## config.mk

```make
export PLATFORM = sky130hd
export DESIGN_NAME = gain_ramp_avm_flat
export DESIGN_NICKNAME = d
export VERILOG_FILES = /design/src/rtl/gain_pkg.sv /design/src/rtl/gain_ramp_avm_if.sv /design/src/rtl/gain_ramp_step.sv /design/src/rtl/gain_ramp_avm.sv /design/src/flat_wrapper.sv
export SDC_FILE = /design/constraint.sdc
export NUM_CORES = 1
export LEC_CHECK = 0
export BUFFER_PORTS_ARGS = -buffer_cell sky130_fd_sc_hd__buf_2
export CORE_MARGIN = 2
export CORE_UTILIZATION = 62
export CTS_BUF_LIST = sky130_fd_sc_hd__clkbuf_16
export DETAILED_ROUTE_END_ITERATION = 16
export GPL_ROUTABILITY_DRIVEN = 0
export PLACE_DENSITY = 0.84
export SYNTH_ARGS = -nofsm -noshare
export SYNTH_HDL_FRONTEND = slang
export SYNTH_SLANG_ARGS = --single-unit
```

## constraint.sdc

```tcl
create_clock -name clk -period 13.2 [get_ports clk]
set_input_delay 2.64 -clock clk [delete_from_list [all_inputs] [get_ports clk]]
set_output_delay 2.64 -clock clk [all_outputs]
set_load 0.1 [all_outputs]
```

## src/rtl/gain_pkg.sv

```systemverilog
// Shared types and constants for the gain ramp Avalon-MM writer.
// Optional readback compare is enabled by GAIN_RAMP_READBACK_EN.
package gain_pkg;

    localparam int AVM_DW = 32;

    typedef enum logic [2:0] {
        IDLE,
        WR,
        GAP,
        RD,
        RDLAT,
        FIN
    } state_t;

    function automatic logic [31:0] COEF_UNITY(input int wdt);
        return 32'(1) << (wdt / 2);
    endfunction

endpackage

```

## src/rtl/gain_ramp_avm_if.sv

```systemverilog
// Avalon-MM master bundle used by the gain ramp writer.
// Read data arrives with a fixed latency of one cycle.
interface gain_ramp_avm_if;
    import gain_pkg::*;

    logic              avmWr;
    logic              avmRd;
    logic [AVM_DW-1:0] avmWrData;
    logic [AVM_DW-1:0] avmRdData;
    logic              avmWaitReq;

    modport master (
        output avmWr,
        output avmRd,
        output avmWrData,
        input  avmRdData,
        input  avmWaitReq
    );

    modport slave (
        input  avmWr,
        input  avmRd,
        input  avmWrData,
        output avmRdData,
        output avmWaitReq
    );

endinterface

```

## src/rtl/gain_ramp_step.sv

```systemverilog
// Clamped step toward target; one extra bit catches wrap-around.
// step of zero means jump straight to target.
module gain_ramp_step #(
    parameter int COEF_WDT = 16
) (
    input  logic [COEF_WDT-1:0] i_cur,
    input  logic [COEF_WDT-1:0] i_tgt,
    input  logic [COEF_WDT-1:0] i_stp,
    output logic [COEF_WDT-1:0] o_nxt
);

    logic [COEF_WDT:0] w_sum;
    logic [COEF_WDT:0] w_dif;

    assign w_sum = {1'b0, i_cur} + {1'b0, i_stp};
    assign w_dif = {1'b0, i_cur} - {1'b0, i_stp};

    // pick the next coefficient, never passing the target
    always_comb begin
        o_nxt = i_tgt;
        if (i_stp != '0) begin
            if (i_cur < i_tgt) begin
                if (w_sum < {1'b0, i_tgt})
                    o_nxt = w_sum[COEF_WDT-1:0];
            end else if (i_cur > i_tgt) begin
                if (!w_dif[COEF_WDT] && (w_dif[COEF_WDT-1:0] > i_tgt))
                    o_nxt = w_dif[COEF_WDT-1:0];
            end
        end
    end

endmodule

```

## src/rtl/gain_ramp_avm.sv

```systemverilog
// Ramps a gain coefficient toward a target via Avalon-MM writes.
// Define GAIN_RAMP_READBACK_EN to verify the final write by readback.
module gain_ramp_avm
    import gain_pkg::*;
#(
    parameter int COEF_WDT = 16,
    parameter int GAP_WDT  = 16
) (
    input  logic                clk,
    input  logic                reset,
    input  logic                start,
    input  logic                abort,
    input  logic [COEF_WDT-1:0] target,
    input  logic [COEF_WDT-1:0] step,
    input  logic [GAP_WDT-1:0]  gap,
    output logic                busy,
    output logic                done,
    output logic                error,
    output logic [COEF_WDT-1:0] coefCur,
    gain_ramp_avm_if.master     avm
);

    localparam logic [COEF_WDT-1:0] UNITY =
        COEF_WDT'(COEF_UNITY(COEF_WDT));

    state_t              r_state;
    state_t              w_nxt;
    logic [COEF_WDT-1:0] r_target;
    logic [COEF_WDT-1:0] r_step;
    logic [GAP_WDT-1:0]  r_gap;
    logic [GAP_WDT-1:0]  r_cnt;
    logic [COEF_WDT-1:0] r_coefCur;
    logic [COEF_WDT-1:0] r_wrData;
    logic                r_avmWr;
    logic                r_abortReq;
    logic                w_idle;
    logic                w_wrAcc;
    logic                w_last;
    logic                w_abort;
    logic [COEF_WDT-1:0] w_cur;
    logic [COEF_WDT-1:0] w_tgt;
    logic [COEF_WDT-1:0] w_stp;
    logic [COEF_WDT-1:0] w_stepNext;

    assign w_idle  = (r_state == IDLE);
    assign w_wrAcc = (r_state == WR) && !avm.avmWaitReq;
    assign w_last  = (r_wrData == r_target);
    assign w_abort = abort || r_abortReq;

    // a write in flight becomes current once it is accepted
    assign w_cur = (r_state == WR) ? r_wrData : r_coefCur;
    assign w_tgt = w_idle ? target : r_target;
    assign w_stp = w_idle ? step : r_step;

    gain_ramp_step #(
        .COEF_WDT (COEF_WDT)
    ) u_step (
        .i_cur (w_cur),
        .i_tgt (w_tgt),
        .i_stp (w_stp),
        .o_nxt (w_stepNext)
    );

    // state register
    always_ff @(posedge clk or posedge reset) begin
        if (reset)
            r_state <= IDLE;
        else
            r_state <= w_nxt;
    end

    // next-state decode
    always_comb begin
        w_nxt = r_state;
        unique case (r_state)
            IDLE: begin
                if (start)
                    w_nxt = WR;
            end
            WR: begin
                if (!avm.avmWaitReq) begin
                    if (w_abort)
                        w_nxt = FIN;
                    else if (w_last)
`ifdef GAIN_RAMP_READBACK_EN
                        w_nxt = RD;
`else
                        w_nxt = FIN;
`endif
                    else if (r_gap == '0)
                        w_nxt = WR;
                    else
                        w_nxt = GAP;
                end
            end
            GAP: begin
                if (w_abort)
                    w_nxt = FIN;
                else if (r_cnt <= GAP_WDT'(1))
                    w_nxt = WR;
            end
`ifdef GAIN_RAMP_READBACK_EN
            RD: begin
                if (!avm.avmWaitReq)
                    w_nxt = w_abort ? FIN : RDLAT;
            end
            RDLAT: begin
                w_nxt = FIN;
            end
`endif
            FIN: begin
                w_nxt = IDLE;
            end
            default: begin
                w_nxt = IDLE;
            end
        endcase
    end

    // datapath: latched request, write data, gap counter, coefficient
    always_ff @(posedge clk or posedge reset) begin
        if (reset) begin
            r_target   <= '0;
            r_step     <= '0;
            r_gap      <= '0;
            r_cnt      <= '0;
            r_coefCur  <= UNITY;
            r_wrData   <= '0;
            r_avmWr    <= 1'b0;
            r_abortReq <= 1'b0;
        end else begin
            r_avmWr <= (w_nxt == WR);
            if (w_idle && start) begin
                r_target <= target;
                r_step   <= step;
                r_gap    <= gap;
            end
            if (w_idle || r_state == FIN)
                r_abortReq <= 1'b0;
            else if (abort)
                r_abortReq <= 1'b1;
            if (w_nxt == WR && (r_state != WR || w_wrAcc))
                r_wrData <= w_stepNext;
            if (w_wrAcc) begin
                r_coefCur <= r_wrData;
                r_cnt     <= r_gap;
            end else if (r_state == GAP) begin
                r_cnt <= r_cnt - GAP_WDT'(1);
            end
        end
    end

`ifdef GAIN_RAMP_READBACK_EN
    logic r_avmRd;
    logic r_error;

    // read strobe and sticky compare result
    always_ff @(posedge clk or posedge reset) begin
        if (reset) begin
            r_avmRd <= 1'b0;
            r_error <= 1'b0;
        end else begin
            r_avmRd <= (w_nxt == RD);
            if (w_idle && start)
                r_error <= 1'b0;
            else if (r_state == RDLAT &&
                     avm.avmRdData != AVM_DW'(r_target))
                r_error <= 1'b1;
        end
    end

    assign avm.avmRd = r_avmRd;
    assign error     = r_error;
`else
    logic w_unused;

    assign w_unused  = ^avm.avmRdData;
    assign avm.avmRd = 1'b0;
    assign error     = 1'b0;
`endif

    assign avm.avmWr     = r_avmWr;
    assign avm.avmWrData = AVM_DW'(r_wrData);
    assign coefCur       = r_coefCur;
    assign busy          = !w_idle;
    assign done          = (r_state == FIN);

endmodule
```

## src/flat_wrapper.sv

```systemverilog
// flat-port wrapper written by rule: the top's interface ports become plain ports
module gain_ramp_avm_flat import gain_pkg::*;
#(
    parameter int COEF_WDT = 16,
    parameter int GAP_WDT  = 16
)
  (clk, reset, start, abort, target, step, gap, busy, done, error, coefCur, avm_avmWr, avm_avmRd, avm_avmWrData, avm_avmRdData, avm_avmWaitReq);
  gain_ramp_avm_if avm_i ();
  input  logic clk;
  input  logic reset;
  input  logic start;
  input  logic abort;
  input  logic [COEF_WDT-1:0] target;
  input  logic [COEF_WDT-1:0] step;
  input  logic [GAP_WDT-1:0] gap;
  output logic busy;
  output logic done;
  output logic error;
  output logic [COEF_WDT-1:0] coefCur;
  output wire logic [$bits(avm_i.avmWr)-1:0] avm_avmWr;
  output wire logic [$bits(avm_i.avmRd)-1:0] avm_avmRd;
  output wire logic [$bits(avm_i.avmWrData)-1:0] avm_avmWrData;
  input wire logic [$bits(avm_i.avmRdData)-1:0] avm_avmRdData;
  input wire logic [$bits(avm_i.avmWaitReq)-1:0] avm_avmWaitReq;
  assign avm_avmWr = avm_i.avmWr;
  assign avm_avmRd = avm_i.avmRd;
  assign avm_avmWrData = avm_i.avmWrData;
  assign avm_i.avmRdData = avm_avmRdData;
  assign avm_i.avmWaitReq = avm_avmWaitReq;
  gain_ramp_avm #(.COEF_WDT(COEF_WDT), .GAP_WDT(GAP_WDT)) u_core (.clk(clk), .reset(reset), .start(start), .abort(abort), .target(target), .step(step), .gap(gap), .busy(busy), .done(done), .error(error), .coefCur(coefCur), .avm(avm_i));
endmodule
```

==> out/summary.md, run 1 <==
- complete, no violations — outcome
- 0 — total global routing overflow
- 1076 — number of nets in the layout
- in2reg — Critical Setup Path Class
- 0 — count of flip-flops with a built-in enable after synthesis
- sky130_fd_sc_hd__dfrtp_1 — most frequent standard cell in the layout excluding fill and tap cells
- 27.1% — remaining max-slew budget at the tightest pin
- 117 um — Die Width
- 70 ps — clock transition at the register clock pins on the worst setup and hold paths after CTS
- 2 — number of buffers between clock root and the deepest sink
- 6.48 ps — Setup Skew
- 0 — final hold violations
- 0 — warnings from Yosys
- sky130_fd_sc_hd__dfrtp_1 (100), sky130_fd_sc_hd__nand2_1 (90), sky130_fd_sc_hd__buf_2 (87), sky130_fd_sc_hd__ha_1 (81), sky130_fd_sc_hd__mux2_2 (70) — most frequent cells in the layout
- 31.3% — fraction of post-synthesis cell area in the top cell type by area
- 5 — 1st-pass router iterations
- 59.5% — period utilisation layout
- 0 — count of antenna diodes in the layout
- 7860 ps — min cycle time layout
- sky130_fd_sc_hd__clkbuf_16 — clock tree root driver cell
- 0 ps — Total Negative Setup Slacks
- 117 um — die span in y
- 87 — quantity of I/O buffers inserted on ports
- buf_2, mux2_2, ha_1, fa_1, nand2b_1, a211oi_1, o221ai_1, o21bai_1, a2111oi_0, a211oi_1, ha_1, nand3_1, nor4_1, a221o_1, o211ai_1, nor3_2, or3_4, o221ai_1 — chain of cells forming the critical path
- 6355 — vias in the first global route
- 0 — cells resized by post-CTS repair
- 68 — number of distinct library cells after synthesis
- 0 — number of maximum-capacitance constraint violations
- 5340 ps — setup slack after layout
- 9.46 um2 — mean post-synth cell area
- 63.3% — effective utilization at floorplan
- register — crit end category
- 12600 um2 — CORE AREA
- sky130_fd_sc_hd__nor3_2 — library cell contributing the largest single delay on the critical path
- 1090 ps — actual transition at the worst max-transition pin
- 101 — number of clock sinks
- 0 — number of routed nets with antenna violations
- 9.28% — P&R area growth vs syn
- 15.4 mm — HPWL after detailed placement
- input pin — startpoint type of the worst setup path
- 844 — cell count after synthesis
- 54 — maximum number of pins on one net before global-route repair
- 0 — total count of max-transition violations in the final report
- 33.0 mm — global-route wire length before repair
- 41 — Cell Rows
- 7980 um2 — cell area after technology mapping
- 127 MHz — Fmax achieved
- 18.9 um — Wirelength per Cell
- 6844 — routed vias
- 13420 ps — critical path required time
- 13800 um2 — DIE AREA
- 20.5 mm — Total Routed Length
- 21.8% — layout cells sized above 1
- 0 — setup repair bufs after CTS
- 3 — H-tree lvl count
- 8080 ps — arrival time at the worst endpoint
- sky130_fd_sc_hd__dfrtp_1 — Top FF cell, synth
- built — CTS tree
- reg2reg — min-delay worst type
- 479 ps — worst hold-check slack
- sky130_fd_sc_hd__dfrtp_1 (31%), sky130_fd_sc_hd__ha_1 (13%), sky130_fd_sc_hd__mux2_2 (9.9%), sky130_fd_sc_hd__nand2_1 (4.2%), sky130_fd_sc_hd__mux2i_1 (3.8%) — main area contributors after synthesis
- 6.31 — number of vias per cell after detailed routing
- 9 — number of buffers added by the clock tree synthesis step
- 29.8% — global-route usage over all layers
- 0 — hold-fix buffers at CTS
- 31.7% — sequential element share of the synthesized area
- 6380 ps — R2R setup slack
- 0 — number of endpoints failing setup at the final stage
- sky130_fd_sc_hd__dfrtp_1 — Yosys top cell by area
- 668 — DRC marker count from the first detailed-route iteration
- 100% — share of flip-flops with an asynchronous set or reset
- 138 — number of placed I/O pins
- 101 — synthesis-stage register bit count
- 0 — number of antenna violations at the first check in global routing
- 5170 ps — dpl ws
- 850 ps — critical path's largest stage delay
- 0 — Residual DRC
- 360 ps — clock latency at the later pin of the worst-skew pair
- 16 — peak fanout along the critical path
- false — unrepaired setup endpoints after global routing
==> sequential cells by signal, summed over array words and instances, names as in the netlist <==
signal / flops
u_core.r_cnt: 16
u_core.r_target: 16
u_core.r_state: 3
u_core.r_wrData: 16
u_core.r_abortReq: 1
u_core.coefCur: 16
u_core.r_step: 16
u_core.r_gap: 16
u_core.avm.avmWr: 1
==> worst max-delay path, delay by kind of cell <==
kind	cells	cell delay [ps]
and+or+nand+nor	5	2110
AOI/OAI and AO/OA	8	2040
adders and majority gates	3	870
muxes	1	310
buffers and inverters	1	110
==> per-layer routing <==
layer / share of wire, % / GRT usage, %
met2: 44 / 45.5
met5: 0 / 0
met3: 9.4 / 7.03
met1: 44 / 42.0
met4: 2.4 / 9.79
==> cells by family (layout without fill, tap and decap cells) <==
logic type / Yosys count / in the layout / synth area share [%]
muxes: 100 / 100 / 13.6
buffers and inverters: 101 / 153 / 5.80
AOI/OAI and AO/OA: 179 / 179 / 16.5
xor gates and xnor gates: 42 / 42 / 4.61
other: 1 / 18 / 0.0470
adders and majority gates: 83 / 83 / 13.2
and+or+nand+nor: 237 / 237 / 14.5
DFF: 101 / 101 / 31.7
==> final timing paths <==
path                                   startpoint                   to  cells after the start
worst max-delay path                      step[0]  u_core.r_wrData[14]                     18
worst min-delay path            u_core.coefCur[8]    u_core.coefCur[8]                      2
worst max register to register  u_core.r_state[2]  u_core.r_wrData[14]                     18
worst min register to register  u_core.coefCur[8]    u_core.coefCur[8]                      2
max in group asynchronous                   reset   u_core.r_target[7]                      3
min in group asynchronous                   reset    u_core.r_step[13]                      2
==> through the flow <==
stage	utilization [%]	area [um2]	cells
floorplan	-	8050	861
global placement	67.0	8460	1069
detailed placement	67.0	8460	1069
CTS	69.1	8720	1085
global route	69.1	8720	1085
finish	69.1	8720	1085
==> cell usage after synthesis (13+ instances only) <==
library cell	count
sky130_fd_sc_hd__mux2i_1	30
sky130_fd_sc_hd__mux2_2	70
sky130_fd_sc_hd__xnor2_1	19
sky130_fd_sc_hd__a21oi_1	37
sky130_fd_sc_hd__o21ai_0	27
sky130_fd_sc_hd__inv_1	45
sky130_fd_sc_hd__nor3_1	21
sky130_fd_sc_hd__nand2_1	90
sky130_fd_sc_hd__nor2_1	41
sky130_fd_sc_hd__nor4_1	23
sky130_fd_sc_hd__ha_1	81
sky130_fd_sc_hd__a22oi_1	13
sky130_fd_sc_hd__buf_4	18
sky130_fd_sc_hd__dfrtp_1	100
sky130_fd_sc_hd__clkbuf_1	22
sky130_fd_sc_hd__xor2_1	23
==> layout make-up <==
| class | count | area (um2) |
|---|---|---|
| multi-input cells | 659 | 5070 |
| fillers | 1003 | 3900 |
| flip-flops and latches | 101 | 2530 |
| repair buffers | 92 | 473 |
| clock buffers | 9 | 225 |
| well taps | 172 | 215 |
| inverters | 45 | 171 |
| clock inverters | 7 | 41.3 |
Power of run 1 is not shown: default switching activity piles up to over one toggle a cycle in this logic, so the estimate is an artifact.
==> run 2: changes to the inputs <==
--- a/config.mk
+++ b/config.mk
@@ -7,11 +7,11 @@
 export LEC_CHECK = 0
 export BUFFER_PORTS_ARGS = -buffer_cell sky130_fd_sc_hd__buf_2
 export CORE_MARGIN = 2
-export CORE_UTILIZATION = 62
+export CORE_UTILIZATION = 58
 export CTS_BUF_LIST = sky130_fd_sc_hd__clkbuf_16
 export DETAILED_ROUTE_END_ITERATION = 16
 export GPL_ROUTABILITY_DRIVEN = 0
-export PLACE_DENSITY = 0.84
+export PLACE_DENSITY = 0.79
 export SYNTH_ARGS = -nofsm -noshare
 export SYNTH_HDL_FRONTEND = slang
 export SYNTH_SLANG_ARGS = --single-unit
==> constraint.sdc (replaced) <==
create_clock -name clk -period 7.4 [get_ports clk]
set_input_delay 1.48 -clock clk [delete_from_list [all_inputs] [get_ports clk]]
set_output_delay 1.48 -clock clk [all_outputs]
set_load 0.1 [all_outputs]
==> run 2 against run 1 <==
- via count fell by 0.35%
- setup slack worse by 4300 ps
- first-iteration DRC count shrank 10%
- utilization shrank 3.5 points
- global-route usage shrank 0.58 points
==> out/summary.md, run 2 (synthesis gave the netlist of run 1 again) <==
- 0 — final hold violations, unchanged
- 6820 — routed vias, -0.35%
- register — crit end category
- sky130_fd_sc_hd__clkbuf_16 — clock tree root driver cell
- register — startpoint type of the worst setup path
- false — unrepaired setup endpoints after global routing
- 121 um — die span in y, +3.3%
- reg2reg — Critical Setup Path Class
- u_core.coefCur[8] — hold wc startpoint
- 70 ps — clock transition at the register clock pins on the worst setup and hold paths after CTS, about the same
- 87 — quantity of I/O buffers inserted on ports, unchanged
- 15.7 mm — HPWL after detailed placement, +1.7%
- 0 ps — Total Negative Setup Slacks, unchanged
- 14700 um2 — DIE AREA, +6.7%
- 7640 ps — critical path required time, -5780 ps
- 6.25 — number of vias per cell after detailed routing, -0.90%
- 101 — number of clock sinks, unchanged
- nor3b_2, buf_4, mux2_2, ha_1, and3b_1, a221o_1, o221a_2, a311oi_1, o21ai_0, xnor2_1, inv_1, ha_1, nand3_1, nor4_1, a221o_1, o211ai_1, nor3_1, buf_4, o41ai_1, o21bai_1 — chain of cells forming the critical path
- 1078 — number of nets in the layout, +0.19%
- 56 — maximum number of pins on one net before global-route repair, +3.7%
- 2 — number of buffers between clock root and the deepest sink, unchanged
- 0 — number of endpoints failing setup at the final stage, unchanged
- complete, no violations — outcome
- 0 — count of antenna diodes in the layout, unchanged
- 0 — total global routing overflow, unchanged
- 19.0 um — Wirelength per Cell, +0.71%
- 138 — number of placed I/O pins, unchanged
- 0 — Residual DRC, unchanged
- 9 — number of buffers added by the clock tree synthesis step, unchanged
- 59.8% — effective utilization at floorplan, -3.5 points
- 1107 — number of filler instances in the final layout, +10%
- 0 — number of routed nets with antenna violations, unchanged
- 0 — number of maximum-capacitance constraint violations, unchanged
- 42 — Cell Rows, +2.4%
- u_core.r_state[2] — startpoint of the lowest-slack register-to-register path
- u_core.r_state[2] — Worst setup startpoint
- 85.7% — period utilisation layout
- sky130_fd_sc_hd__dfrtp_1 (100), sky130_fd_sc_hd__nand2_1 (90), sky130_fd_sc_hd__buf_2 (87), sky130_fd_sc_hd__ha_1 (81), sky130_fd_sc_hd__mux2_2 (70) — most frequent cells in the layout
- 9.78% — P&R area growth vs syn
- 0 — total count of max-transition violations in the final report, unchanged
- 13300 um2 — CORE AREA, +5.8%
- 486 ps — worst hold-check slack, +7.21 ps
- 7.44 ps — Setup Skew, +0.960 ps
- 0 — number of antenna violations at the first check in global routing, unchanged
- 360 ps — clock latency at the later pin of the worst-skew pair, about the same
- 29.2% — global-route usage over all layers, -0.58 points
- 601 — DRC marker count from the first detailed-route iteration, -10%
- 3 — H-tree lvl count, unchanged
- 21.9% — layout cells sized above 1, +0.062 points
- reg2reg — min-delay worst type
- 0 — cells resized by post-CTS repair, unchanged
- 6340 ps — min cycle time layout
- 34.5% — remaining max-slew budget at the tightest pin, +7.4 points
- 5 — 1st-pass router iterations, unchanged
- 570 ps — critical path's largest stage delay, -280 ps
- 158 MHz — Fmax achieved
- 982 ps — actual transition at the worst max-transition pin, -105 ps
- 1060 ps — R2R setup slack, -5320 ps
- 121 um — Die Width, +3.3%
- u_core.r_wrData[9] — capture point of the worst path
- sky130_fd_sc_hd__dfrtp_1 — most frequent standard cell in the layout excluding fill and tap cells
- 0 — setup repair bufs after CTS, unchanged
- 6580 ps — arrival time at the worst endpoint, -1500 ps
- 20.8 mm — Total Routed Length, +1.3%
- u_core.r_wrData[9] — capturing point of the worst reg2reg path
- sky130_fd_sc_hd__nor4_1 — library cell contributing the largest single delay on the critical path
- 13 — peak fanout along the critical path, -3
- 6302 — vias in the first global route, -0.83%
- 33.5 mm — global-route wire length before repair, +1.5%
- built — CTS tree
- 20 — FF-to-FF path depth, +2
- 0 — hold-fix buffers at CTS, unchanged
## run 2: cell count changes in the layout (fill, tap and decap cells not counted)
cell | before | now
sky130_fd_sc_hd__clkinv_2 | 1 | 0
sky130_fd_sc_hd__bufinv_16 | 0 | 1
sky130_fd_sc_hd__nor3_1 | 20 | 21
sky130_fd_sc_hd__buf_4 | 5 | 7
sky130_fd_sc_hd__nor3_2 | 2 | 1
## run 2: cell type report
cell class,count,area (um2),share of cell area [%]
tap,176,220,2.51
clock inverter,7,66.3,0.757
sequential,101,2530,28.9
clock buffer,9,225,2.57
multi-input combinational,659,5060,57.8
inverter,45,171,1.96
timing repair buffer,94,488,5.57
## run 2: worst min-delay path by stage
stage	to	slack, ps	cells past startpoint
final	u_core.coefCur[8]	490	2
after global placement	u_core.coefCur[8]	460	2
after detailed placement	u_core.coefCur[8]	470	2
after floorplan	u_core.r_cnt[8]	460	2
after global routing	u_core.coefCur[8]	500	2
after CTS	u_core.coefCur[8]	480	2
## run 2: through the flow
stage | utilization, % | instances | area, um2 | setup slack [ps]
finish | 65.7 | 1091 | 8760 | 1060
global route | 65.7 | 1091 | 8760 | 721
CTS | 65.7 | 1091 | 8760 | 1170
detailed placement | 63.5 | 1075 | 8470 | 851
global placement | 63.5 | 1075 | 8470 | 1000
floorplan | - | 861 | 8050 | 1490
## run 2: routing by layer
metal	part of all wire (%)	vias to the layer above	wire length [um]	global-route usage, %
met5	0	-	0	0
met4	2.4	0	509	9.70
met3	7.9	33	1650	4.84
met2	45	330	9400	44.4
met1	44	3261	9220	42.4
li1	-	3196	-	-
## run 2: worst max-delay path: cells and delay by family (launching register included)
family	cells	cell delay (ps)
buf+inv	3	720
flops	1	440
mux	1	420
simple gates	5	1980
xor+xnor	1	220
fa+ha+maj	2	720
compound gates	8	1700
Power of run 2 is left out for the same reason.
